File: src/rtl/fpu_pkg.sv
// Shared FPU add-path types: default widths and the sign-magnitude operand/result payloads.
package fpu_pkg;

  localparam int unsigned DEF_FRAC_W = 26;
  localparam int unsigned DEF_EXP_W  = 8;

  typedef struct packed {
    logic                  sign;
    logic [DEF_FRAC_W-1:0] frac;
  } sm_op_t;

  typedef struct packed {
    logic                  sign;
    logic [DEF_FRAC_W-1:0] frac;
    logic                  carry;
    logic                  zero;
    logic [DEF_EXP_W-1:0]  exp;
  } frac_res_t;

endpackage

File: src/rtl/sm_to_tc.sv
// Sign-magnitude to two's complement, widened by two bits so the later sum cannot overflow.
module sm_to_tc
  import fpu_pkg::*;
#(
  parameter int unsigned W = DEF_FRAC_W
) (
  input  logic         sign,
  input  logic [W-1:0] frac,
  output logic [W+1:0] tc_c
);

  logic [W+1:0] ext;

  always_comb begin
    ext  = {2'b00, frac};
    tc_c = sign ? -ext : ext;
  end

endmodule

File: src/rtl/fp_frac_add_pipe.sv
// Two-stage aligned-fraction adder: S1 converts operands to two's complement,
// S2 adds and converts back to sign-magnitude with carry/zero flags.
module fp_frac_add_pipe
  import fpu_pkg::*;
#(
  parameter int unsigned FRAC_W = DEF_FRAC_W,
  parameter int unsigned EXP_W  = DEF_EXP_W
) (
  input  logic              CLK,
  input  logic              nRST,
  input  logic              in_valid,
  output logic              in_ready,
  input  logic              op_sub,
  input  logic [FRAC_W-1:0] frac1,
  input  logic              sign1,
  input  logic [FRAC_W-1:0] frac2,
  input  logic              sign2,
  input  logic [EXP_W-1:0]  exp_max_in,
  output logic              out_valid,
  input  logic              out_ready,
  output logic              sign_out,
  output logic [FRAC_W-1:0] sum,
  output logic              carry_out,
  output logic              zero_out,
  output logic [EXP_W-1:0]  exp_max_out
);

  localparam int unsigned TC_W  = FRAC_W + 2;
  localparam int unsigned MAG_W = FRAC_W + 1;

  logic [TC_W-1:0]  tc1_c, tc2_c;
  logic             s1_valid;
  logic [TC_W-1:0]  s1_a1, s1_a2;
  logic [EXP_W-1:0] s1_exp;
  logic             s1_en, s2_en;
  logic [TC_W-1:0]  s_sum;
  logic [MAG_W-1:0] s_mag;
  logic             s_neg, s_zero;

  sm_to_tc #(.W(FRAC_W)) u_tc1 (
    .sign (sign1),
    .frac (frac1),
    .tc_c (tc1_c)
  );

  // Subtract mode flips the effective sign of operand 2.
  sm_to_tc #(.W(FRAC_W)) u_tc2 (
    .sign (sign2 ^ op_sub),
    .frac (frac2),
    .tc_c (tc2_c)
  );

  always_comb begin
    s2_en    = !out_valid || out_ready;
    s1_en    = !s1_valid || s2_en;
    in_ready = s1_en;
  end

  // |s| < 2^(FRAC_W+1), so the magnitude always fits in FRAC_W+1 bits.
  always_comb begin
    s_sum  = s1_a1 + s1_a2;
    s_neg  = s_sum[TC_W-1];
    s_mag  = MAG_W'(s_neg ? -s_sum : s_sum);
    s_zero = (s_sum == '0);
  end

  always_ff @(posedge CLK or negedge nRST) begin
    if (!nRST) begin
      s1_valid <= 1'b0;
      s1_a1    <= '0;
      s1_a2    <= '0;
      s1_exp   <= '0;
    end else if (s1_en) begin
      s1_valid <= in_valid;
      if (in_valid) begin
        s1_a1  <= tc1_c;
        s1_a2  <= tc2_c;
        s1_exp <= exp_max_in;
      end
    end
  end

  always_ff @(posedge CLK or negedge nRST) begin
    if (!nRST) begin
      out_valid   <= 1'b0;
      sign_out    <= 1'b0;
      sum         <= '0;
      carry_out   <= 1'b0;
      zero_out    <= 1'b0;
      exp_max_out <= '0;
    end else if (s2_en) begin
      out_valid <= s1_valid;
      if (s1_valid) begin
        sign_out    <= s_neg;
        sum         <= s_mag[FRAC_W-1:0];
        carry_out   <= s_mag[FRAC_W];
        zero_out    <= s_zero;
        exp_max_out <= s_zero ? '0 : s1_exp;
      end
    end
  end

endmodule

File: config.mk
export PLATFORM = sky130hd
export DESIGN_NAME = fp_frac_add_pipe
export DESIGN_NICKNAME = d
export VERILOG_FILES = /design/src/rtl/fpu_pkg.sv /design/src/rtl/sm_to_tc.sv /design/src/rtl/fp_frac_add_pipe.sv
export SDC_FILE = /design/constraint.sdc
export NUM_CORES = 1
export LEC_CHECK = 0
export ABC_AREA = 1
export BUFFER_PORTS_ARGS = -buffer_cell sky130_fd_sc_hd__buf_2
export CAP_MARGIN = 40
export CORE_ASPECT_RATIO = 0.9
export CORE_MARGIN = 2
export CORE_UTILIZATION = 40
export DETAILED_ROUTE_END_ITERATION = 12
export PLACE_DENSITY_LB_ADDON = 0.2
export SYNTH_ARGS = -nofsm -noshare
export SYNTH_HDL_FRONTEND = slang
export SYNTH_SLANG_ARGS = --single-unit
File: constraint.sdc
create_clock -name CLK -period 3.4 [get_ports CLK]
set_input_delay 0.51 -clock CLK [delete_from_list [all_inputs] [get_ports CLK]]
set_output_delay 0.51 -clock CLK [all_outputs]
set_load 0.02 [all_outputs]
Word level (Yosys, flattened, before mapping)
Index checks and enable logic that the tools add are counted.
{"block": "word_totals", "mem_bits_rw": 0, "rom_bits": 0, "in_bits": 67, "latchBits": 0, "memories": 0, "regBits": 103}
{"block": "op_classes", "div_mod_pow": 0, "magnitude_cmp": 0, "n_bitwise": 1, "mux": 4, "add_sub_neg": 4, "eq_ne": 0, "multipliers": 0, "n_reduce_logical": 7, "shifts": 0}
{"op": "$mux W28", "n": 2}
{"op": "$neg A26 Y28", "n": 2}
{"op": "$add A28 B28 Y28", "n": 1}
{"op": "$logic_not A28 Y1", "n": 1}
{"op": "$mux W27", "n": 1}
{"op": "$neg A27 Y27", "n": 1}
{"op": "$mux W8", "n": 1}
{"op": "$reduce_and A2 Y1", "n": 2}
{"op": "$logic_not A1 Y1", "n": 2}
{"op": "$logic_or A1 B1 Y1", "n": 2}
{"op": "$xor A1 B1 Y1", "n": 1}

Longest topological paths before layout
Gate-level depths: netlist (run 1).
{"block": "logic_depth", "depth_word": 4, "depth_mapped": 21, "mapped_depth_nobuf": 20}

Modules after synthesis
Synthesis (run 1) repeated with hierarchy kept, for this count alone.
{"block": "unflattened", "hier_cells": 1183, "hier_area_um2": 8309.2}
{"mod": "fp_frac_add_pipe", "n_inst": 1, "cells_per_inst": 847, "area_each_um2": 6637.6}
{"mod": "sm_to_tc", "n_inst": 2, "cells_per_inst": 168, "area_each_um2": 835.8}

Least setup slack after synthesis (run 1)
Ideal clock, no wire load.
{"block": "synth_timing", "path_type": "reg-to-reg", "from": "register s1_a1[0]", "to": "register sum[24]", "path_stages_with_launch": 18, "synth_period_minus_slack_ps": 2485, "setup_slack_ps": 915, "setup_time_ps": 118, "n_path_buf": 0, "t_required_ps": 3282, "arrival_ps": 2367, "path_cell_list": "dfrtp_1 -> ha_1 -> fa_1 -> inv_1 -> ha_1 -> inv_1 -> nor2_1 -> nand3_1 -> nor2_2 -> nand2_1 -> nor2_2 -> nand3_2 -> nor2_2 -> nand3_1 -> nand2_1 -> nand2_1 -> nand3_1 -> nand2_1"}
{"block": "synth_between", "elab_chain_len": 3}
{"element": "start: declaration", "line": "fp_frac_add_pipe.sv:33", "text": "logic [TC_W-1:0] s1_a1, s1_a2;"}
{"element": "start signal: assignment", "line": "fp_frac_add_pipe.sv:76", "text": "s1_a1 <= tc1_c;"}
{"element": "$add A28 B28 Y28 (*)", "line": "fp_frac_add_pipe.sv:61", "text": "s_sum = s1_a1 + s1_a2;"}
{"element": "$neg A27 Y27", "line": "fp_frac_add_pipe.sv:63", "text": "s_mag = MAG_W'(s_neg ? -s_sum : s_sum);"}
{"element": "$mux W27 (*)", "line": "fp_frac_add_pipe.sv:63"}
{"element": "end signal: assignment", "line": "fp_frac_add_pipe.sv:95", "text": "sum <= s_mag[FRAC_W-1:0];"}
{"element": "end: declaration", "line": "fp_frac_add_pipe.sv:22", "text": "output logic [FRAC_W-1:0] sum,"}
Every way passes the cells marked *; elsewhere a longest branch is shown, timed or not.
A chain may end at the register's enable or synchronous reset.

Worst setup path in the final report (run 1)
{"block": "layout_timing", "from": "register s1_a1[0]", "to": "register exp_max_out[3]"}
{"block": "layout_between", "elab_chain_len": 3}
{"element": "$add A28 B28 Y28", "line": "fp_frac_add_pipe.sv:61"}
{"element": "$logic_not A28 Y1", "line": "fp_frac_add_pipe.sv:64", "text": "s_zero = (s_sum == '0);"}
{"element": "$mux W8", "line": "fp_frac_add_pipe.sv:98", "text": "exp_max_out <= s_zero ? '0 : s1_exp;"}
{"element": "end signal: assignment", "line": "fp_frac_add_pipe.sv:98"}
{"element": "end: declaration", "line": "fp_frac_add_pipe.sv:25", "text": "output logic [EXP_W-1:0] exp_max_out"}
Every way passes these cells.

==> impl_results.md, run 1 <==
* Layout Area Growth over Synthesis at 13.9%
* Final wirelength at between 20 and 25 mm
* Number of distinct library cells after synthesis at 38
* Final Power at 5.92 mW
* Vias/cell at just under 5
* H-tree levels at 3
* Number of I/O pins at between 100 and 150
* Crit path max-delay cell type: fa_1
* Wire per inst at ~13 um
* Critical path type: flop to flop
* Syn nets at roughly 1,300
* Max-cap violations at 0
* Residual DRC at 0
* DP HPWL at 16.2 mm
* Placer Congestion at around 0.92
* Sequential cell area at between 2000 and 3000 um2
* Num CTS Buffers at 9
* Seq/Total Area, Yosys at about a third
* 1st-pass router iterations at 7
* Clock Tree Buf Depth at 2
* Syn avg cell area at around 6.6 um2
* Register bit count reported by yosys at just over 100
* Vias in the first global route at 6,964
* Synth top area cells: dfrtp_1 (33%), nand2_1 (21%), inv_1 (5.7%)
* Leak at ~4.7 nW
* Die area at between 20,000 and 25,000 um2
* Initial DRC Count at 424
* Via Count at 7,480
* Status: finished, final reports clean
* Main synth FF type: dfrtp_1
* Crit. End Element: flop
* Util after Layout at a little under half
* Number of hold violations in the final report at 0
* Crit-path most repeated cell: nand2_1
* Final max-slew violation count at 0
* Clock latency on the worst-skew pair at 0.36 ns
* Final setup fails at 0
* Setup TNS at 0 ns
* Layout cells sized above 1 at between 10% and 20%
* Synth top area share at between 30% and 40%
* Leading area contributor after synthesis: dfrtp_1
* RSZ-0062 raised after global routing: false
* Largest stage delay, worst path at around 0.46 ns
* CTS Hold Buffers Added at 0
* Final worst path period need at between 2 and 3 ns
* Post-synth EDFFs at 0
* Buf/Inv on CP at 0
* Port bufs at approximately 110
* Filler cell count at between 2,000 and 2,500
* HP Class: input port to asynchronous set/reset pin
* Initial core utilization at 40.7%
* Reg-to-reg slack, setup at 0.56 ns
* Mapped Area at ~7800 um2
* Commonest non-fill, non-tap cells in the layout: nand2_1 (435), inv_1 (117), buf_2 (104)
* Clock Pin Slew Worst Setup and Hold Paths at roughly 0.070 ns
* Crit-path cells: ha_1, fa_1, nand2_1, nand3_1, nand3_1, nand2_1, nand2_1, nand2_1, nand2_1, nand2_2, nor2_2, nand3_1, nor3_2, nand3_2, nand3_1, nand2_1
* Maximum vdd drop at 240 uV
* RR Startpoint: s1_a1[0]$_DFFE_PN0P_
* CP top delay family: simple AND/OR/NAND/NOR gates
* Register-to-Register Path Depth at 16
* Arr. time, crit path at 3.08 ns
* Worst reg2reg endpoint: exp_max_out[3]$_DFFE_PN0P_
* Final worst-path cycle share at 83.5%
* Row cnt at between 40 and 50
* Most common cell after layout, fill and taps aside: nand2_1
* F_max at approximately 350 MHz
* Fraction of registers with async set or reset after synthesis at between 90% and 100%
* CTS tree: built
* Die height at ~140 um
* GRT Util Overall at between 20% and 30%
* Worst-path fanout max at 9
* CP Data Required Time at 3.64 ns
* Post-CTS Setup Inserts at 0
* Post-Syn Instances at between 1,000 and 1,500
* Relative max-transition margin at between 40% and 50%
* First-pass GRT wire length at between 30 and 40 mm
* Total gr overflow at 0
* YS warnings at 0
* Initial antenna violation count at 0
* Core area at 19,100 um2
* Cts repair resizes at 0
* Worst-Margin Slew at 0.772 ns
* Final #Nets at 1,368
* CTS root buf: clkbuf_16
* Crit start category: flop
* Power per cell area at 669 nW/um2
* Setup Skew at 0.0101 ns
* Antenna-violating nets left at 0
* Die Wd at between 150 and 200 um
* Clock sinks at between 100 and 150
* Antenna Cells at 0
* Area occupied by multi-input gates at approximately 4600 um2
* Pin count of the biggest net entering global routing at 111
[per-stage QoR]
step | hold slack [ns] | setup WS, ns | instances | area [um2]
after global placement | 0.463 | 0.646 | 1508 | 8560
after global routing | 0.220 | 0.284 | 1525 | 8850
final | 0.173 | 0.561 | 1525 | 8850
after floorplan | 0.214 | 0.915 | 1176 | 7770
after detailed placement | 0.466 | 0.580 | 1509 | 8580
after CTS | 0.197 | 0.557 | 1525 | 8850
[flip-flops by register name (all words and copies together), names as in the netlist]
register and count:
carry_out 1, exp_max_out 8, out_valid 1, s1_a1 28, s1_a2 28, s1_exp 8, s1_valid 1, sign_out 1
sum 26, zero_out 1
[worst max path at each step]
stage                    startpoint  cells past startpoint                          to
4_1_cts        s1_a1[0]$_DFFE_PN0P_                     16  exp_max_out[3]$_DFFE_PN0P_
3_5_place_dp   s1_a1[0]$_DFFE_PN0P_                     16  exp_max_out[2]$_DFFE_PN0P_
3_3_place_gp   s1_a1[0]$_DFFE_PN0P_                     17       carry_out$_DFFE_PN0P_
6_report       s1_a1[0]$_DFFE_PN0P_                     16  exp_max_out[3]$_DFFE_PN0P_
5_1_grt        s1_a1[0]$_DFFE_PN0P_                     16  exp_max_out[3]$_DFFE_PN0P_
2_1_floorplan  s1_a1[0]$_DFFE_PN0P_                     17         sum[24]$_DFFE_PN0P_
[final cells by class]
type | count | area share (%)
clock buffers | 11 | 2.63
clock inverters | 5 | 0.396
inverters | 130 | 5.51
multi-input cells | 915 | 51.8
flip-flops and latches | 103 | 29.1
well taps | 250 | 3.53
repair buffers | 111 | 6.98
[Yosys cell counts, drive strengths merged, types with 2 or more instances]
library cell,instances
a21oi,33
o31ai,8
dfrtp,103
clkbuf,20
nand3,92
ha,30
xnor2,17
nand4,14
nand3b,6
a31oi,5
clkinv,3
nor2,102
inv,127
xor2,39
buf,8
nand2,456
nor3,27
or2,6
o21bai,2
o21ai,74
[routing by layer]
layer | global-route usage, % | vias up | share of wire [%]
met5 | 0 | - | 0
met4 | 5.24 | 0 | 1.5
met3 | 2.68 | 20 | 3.4
met2 | 35.4 | 118 | 48
met1 | 27.6 | 3415 | 47
li1 | - | 3927 | -
[logic make-up (layout without fill, tap and decap cells)]
family	after synthesis	count (layout)	share of synthesized area, %
xor gates and xnor gates	56	56	6.31
adders and majority gates	31	31	5.09
AOI/OAI and AO/OA	124	124	8.71
DFF	103	103	33.2
and+or+nand+nor	704	704	38.8
buffers and inverters	158	257	7.88
[power breakdown]
part           internal [mW]  total, mW  switching [mW]
combinational           1.06       3.21            2.14
clock                  0.497      0.961           0.463
sequential              1.56       1.75           0.194
Note: power is estimated with default switching activity, not from simulation.
==> run 2: changes to the inputs <==
clock period = 2.9 ns   (was 3.4 ns; I/O delays follow)
==> run 2 against run 1 <==
Against the previous run:
- register-to-register slack lost 0.37 ns
- worst hold slack worse by 0.14 ns
- cell count up 0.66%
- fmax is 4.7% higher
- design area grew 3.5%
- sequential cell count unchanged
- clock skew is essentially flat
- critical path depth shrank 1
- first-iteration DRC count rose by 19%
==> impl_results.md, run 2 (synthesis results as in run 1) <==
* Setup Skew at 0.0104 ns
* CTS tree: built
* Vias/cell at just under 5
* Die Wd at 151 um
* Vias in the first global route at approximately 7,000
* Pin count of the biggest net entering global routing at approximately 110
* Post-Place Cells at approximately 1,500
* Combinational share of power at a little over half
* Initial core utilization at about two fifths
* Clock latency on the worst-skew pair at approximately 0.36 ns
* Wire per inst at 13.7 um
* Psw at 3.39 mW
* HP Class: input port to asynchronous set/reset pin
* Arr. time, crit path at just under 3 ns
* DP Worst Slack at 0.0474 ns
* Die height at roughly 140 um
* Via Count at roughly 7,500
* RR Startpoint: s1_a1[18]$_DFFE_PN0P_
* Filler cell count at 2,049
* H-tree levels at 3
* Clock sinks at 103
* CTS root buf: clkbuf_16
* Final worst path period need at about 2.7 ns
* Crit path max-delay cell type: dfrtp_1
* Final instance area at 9160 um2
* Antenna Cells at 0
* Initial DRC Count at approximately 510
* Total gr overflow at 0
* Largest stage delay, worst path at around 0.40 ns
* Crit. End Element: flop
* DP HPWL at ~16 mm
* Clock Power Share at 16.4%
* Port bufs at between 100 and 150
* GRT Util Overall at 21.2%
* RSZ-0062 raised after global routing: true
* Worst setup endpoint: sum[7]$_DFFE_PN0P_
* Register-to-Register Path Depth at 15
* Worst-path fanout max at 8
* Antenna-violating nets left at 0
* Residual DRC at 0
* Power per cell area at between 700 and 800 nW/um2
* Biggest regs: s1_a1: 28 flops, s1_a2: 28 flops, sum: 26 flops
* Final worst-path cycle share at ~94%
* Final setup margin at approximately 0.19 ns
* Relative max-transition margin at between 40% and 50%
* Seq pwr share at between 20 and 30%
* Final max-slew violation count at 0
* Final wirelength at ~21 mm
* Post-DP Area at 8620 um2
* Sequential cell area at approximately 2600 um2
* Clock Pin Slew Worst Setup and Hold Paths at 0.07 ns
* Clock Tree Buf Depth at 2
* Number of hold violations in the final report at 0
* Layout cells sized above 1 at 17.9%
* Row cnt at between 40 and 50
* Sw Ratio at a little under half
* Final #Nets at roughly 1,400
* Commonest non-fill, non-tap cells in the layout: nand2_1 (432), inv_1 (117), buf_2 (104)
* Internal at about 3.9 mW
* Most common cell after layout, fill and taps aside: nand2_1
* Placer Congestion at ~0.92
* Max-cap violations at 0
* Final setup fails at 0
* Util after Layout at a little under half
* Critical path type: flop to flop
* Area occupied by multi-input gates at between 4000 and 5000 um2
* Crit start category: flop
* Crit-path most repeated cell: nand2_1
* Status: finished, final reports clean
* First-pass GRT wire length at about 35 mm
* Final Non-Filler Cells at 1,535
* F_max at about 370 MHz
* Num CTS Buffers at 9
* Number of I/O pins at about 110
* Die area at 20,600 um2
* Core area at between 15,000 and 20,000 um2
* CP Launch Point: s1_a1[18]$_DFFE_PN0P_
* CP Data Required Time at 3.13 ns
* Worst-Margin Slew at between 0.8 and 0.9 ns
* 1st-pass router iterations at 5
* Reg-to-reg slack, setup at 0.19 ns
* Worst reg2reg endpoint: sum[7]$_DFFE_PN0P_
* Layout Area Growth over Synthesis at 17.9%
* Initial antenna violation count at 0
* Leak at roughly 4.8 nW
* Crit-path cells: ha_1, nand2_1, inv_1, nand2_1, nand3_1, a31oi_2, nand2_2, a21oi_2, nand2_1, nand2_4, buf_4, nand2_1, xor2_1, nand2_1, nand2_1
* Maximum vdd drop at 288 uV
* Setup TNS at 0 ns
==> run 2: changes by cell type in the layout (fill, tap and decap cells not counted), moves of 4 or more <==
cell     previous run  this run
buf_4               4        14
ha_2                0         4
ha_4                0        11
nor2_2              9        14
a21oi_2             3         7
ha_1               30        15
a21oi_1            30        26
nand2_2            19        23
nor2_1             92        86
==> run 2: critical path: cells and delay by family, from the launching register on <==
| family | cells | cell delay (ns) |
|---|---|---|
| and+or+nand+nor | 9 | 1.03 |
| xor gates and xnor gates | 1 | 0.15 |
| buffers and inverters | 2 | 0.23 |
| DFF | 1 | 0.40 |
| AOI/OAI and AO/OA | 2 | 0.41 |
| adders and majority gates | 1 | 0.38 |
==> run 2: how the worst min path moves through the flow <==
stage               slack [ns]                    end  startpoint
CTS                       0.05   s1_a1[6]$_DFFE_PN0P_        nRST
global route              0.06   s1_a1[6]$_DFFE_PN0P_        nRST
finish                    0.03   s1_a1[6]$_DFFE_PN0P_        nRST
global placement          0.43   s1_a1[2]$_DFFE_PN0P_        nRST
detailed placement        0.43   s1_a1[2]$_DFFE_PN0P_        nRST
floorplan                 0.14  carry_out$_DFFE_PN0P_        nRST
==> run 2: layer usage <==
| layer | global-route usage [%] | routed length (um) | vias to the layer above |
|---|---|---|---|
| met3 | 2.95 | 565 | 18 |
| met4 | 5.40 | 297 | 0 |
| met5 | 0 | 0 | - |
| li1 | - | - | 3955 |
| met1 | 28.7 | 10100 | 3458 |
| met2 | 35.8 | 10000 | 100 |
==> run 2: repair_timing <==
item | in CTS | in global routing
buffers inserted | 0 | 2
hold buffers | 0 | 0
setup endpoints to repair | 0 | 22
resized for setup | 0 | 46
==> run 2: stage by stage <==
stage	hold WS (ns)	total power [mW]
2_1_floorplan	0.139	4.83
3_3_place_gp	0.429	5.86
3_5_place_dp	0.432	5.89
4_1_cts	0.0508	7.10
5_1_grt	0.0609	7.94
6_report	0.0309	7.25
==> run 2: cell type report <==
type	instances	share of cell area, %
clock buffer	13	2.95
timing repair buffer	120	7.27
clock inverter	2	0.164
tap	250	3.41
inverter	130	5.33
sequential	103	28.1
multi-input combinational	917	52.7
==> run 2: power groups by stage <==
stage | clock [mW] | sequential (mW) | combinational [mW]
4_1_cts | 1.22 | 2.06 | 3.82
2_1_floorplan | 0 | 2.32 | 2.51
3_3_place_gp | 0 | 2.08 | 3.78
5_1_grt | 1.28 | 2.13 | 4.53
3_5_place_dp | 0 | 2.08 | 3.80
6_report | 1.19 | 2.08 | 3.98
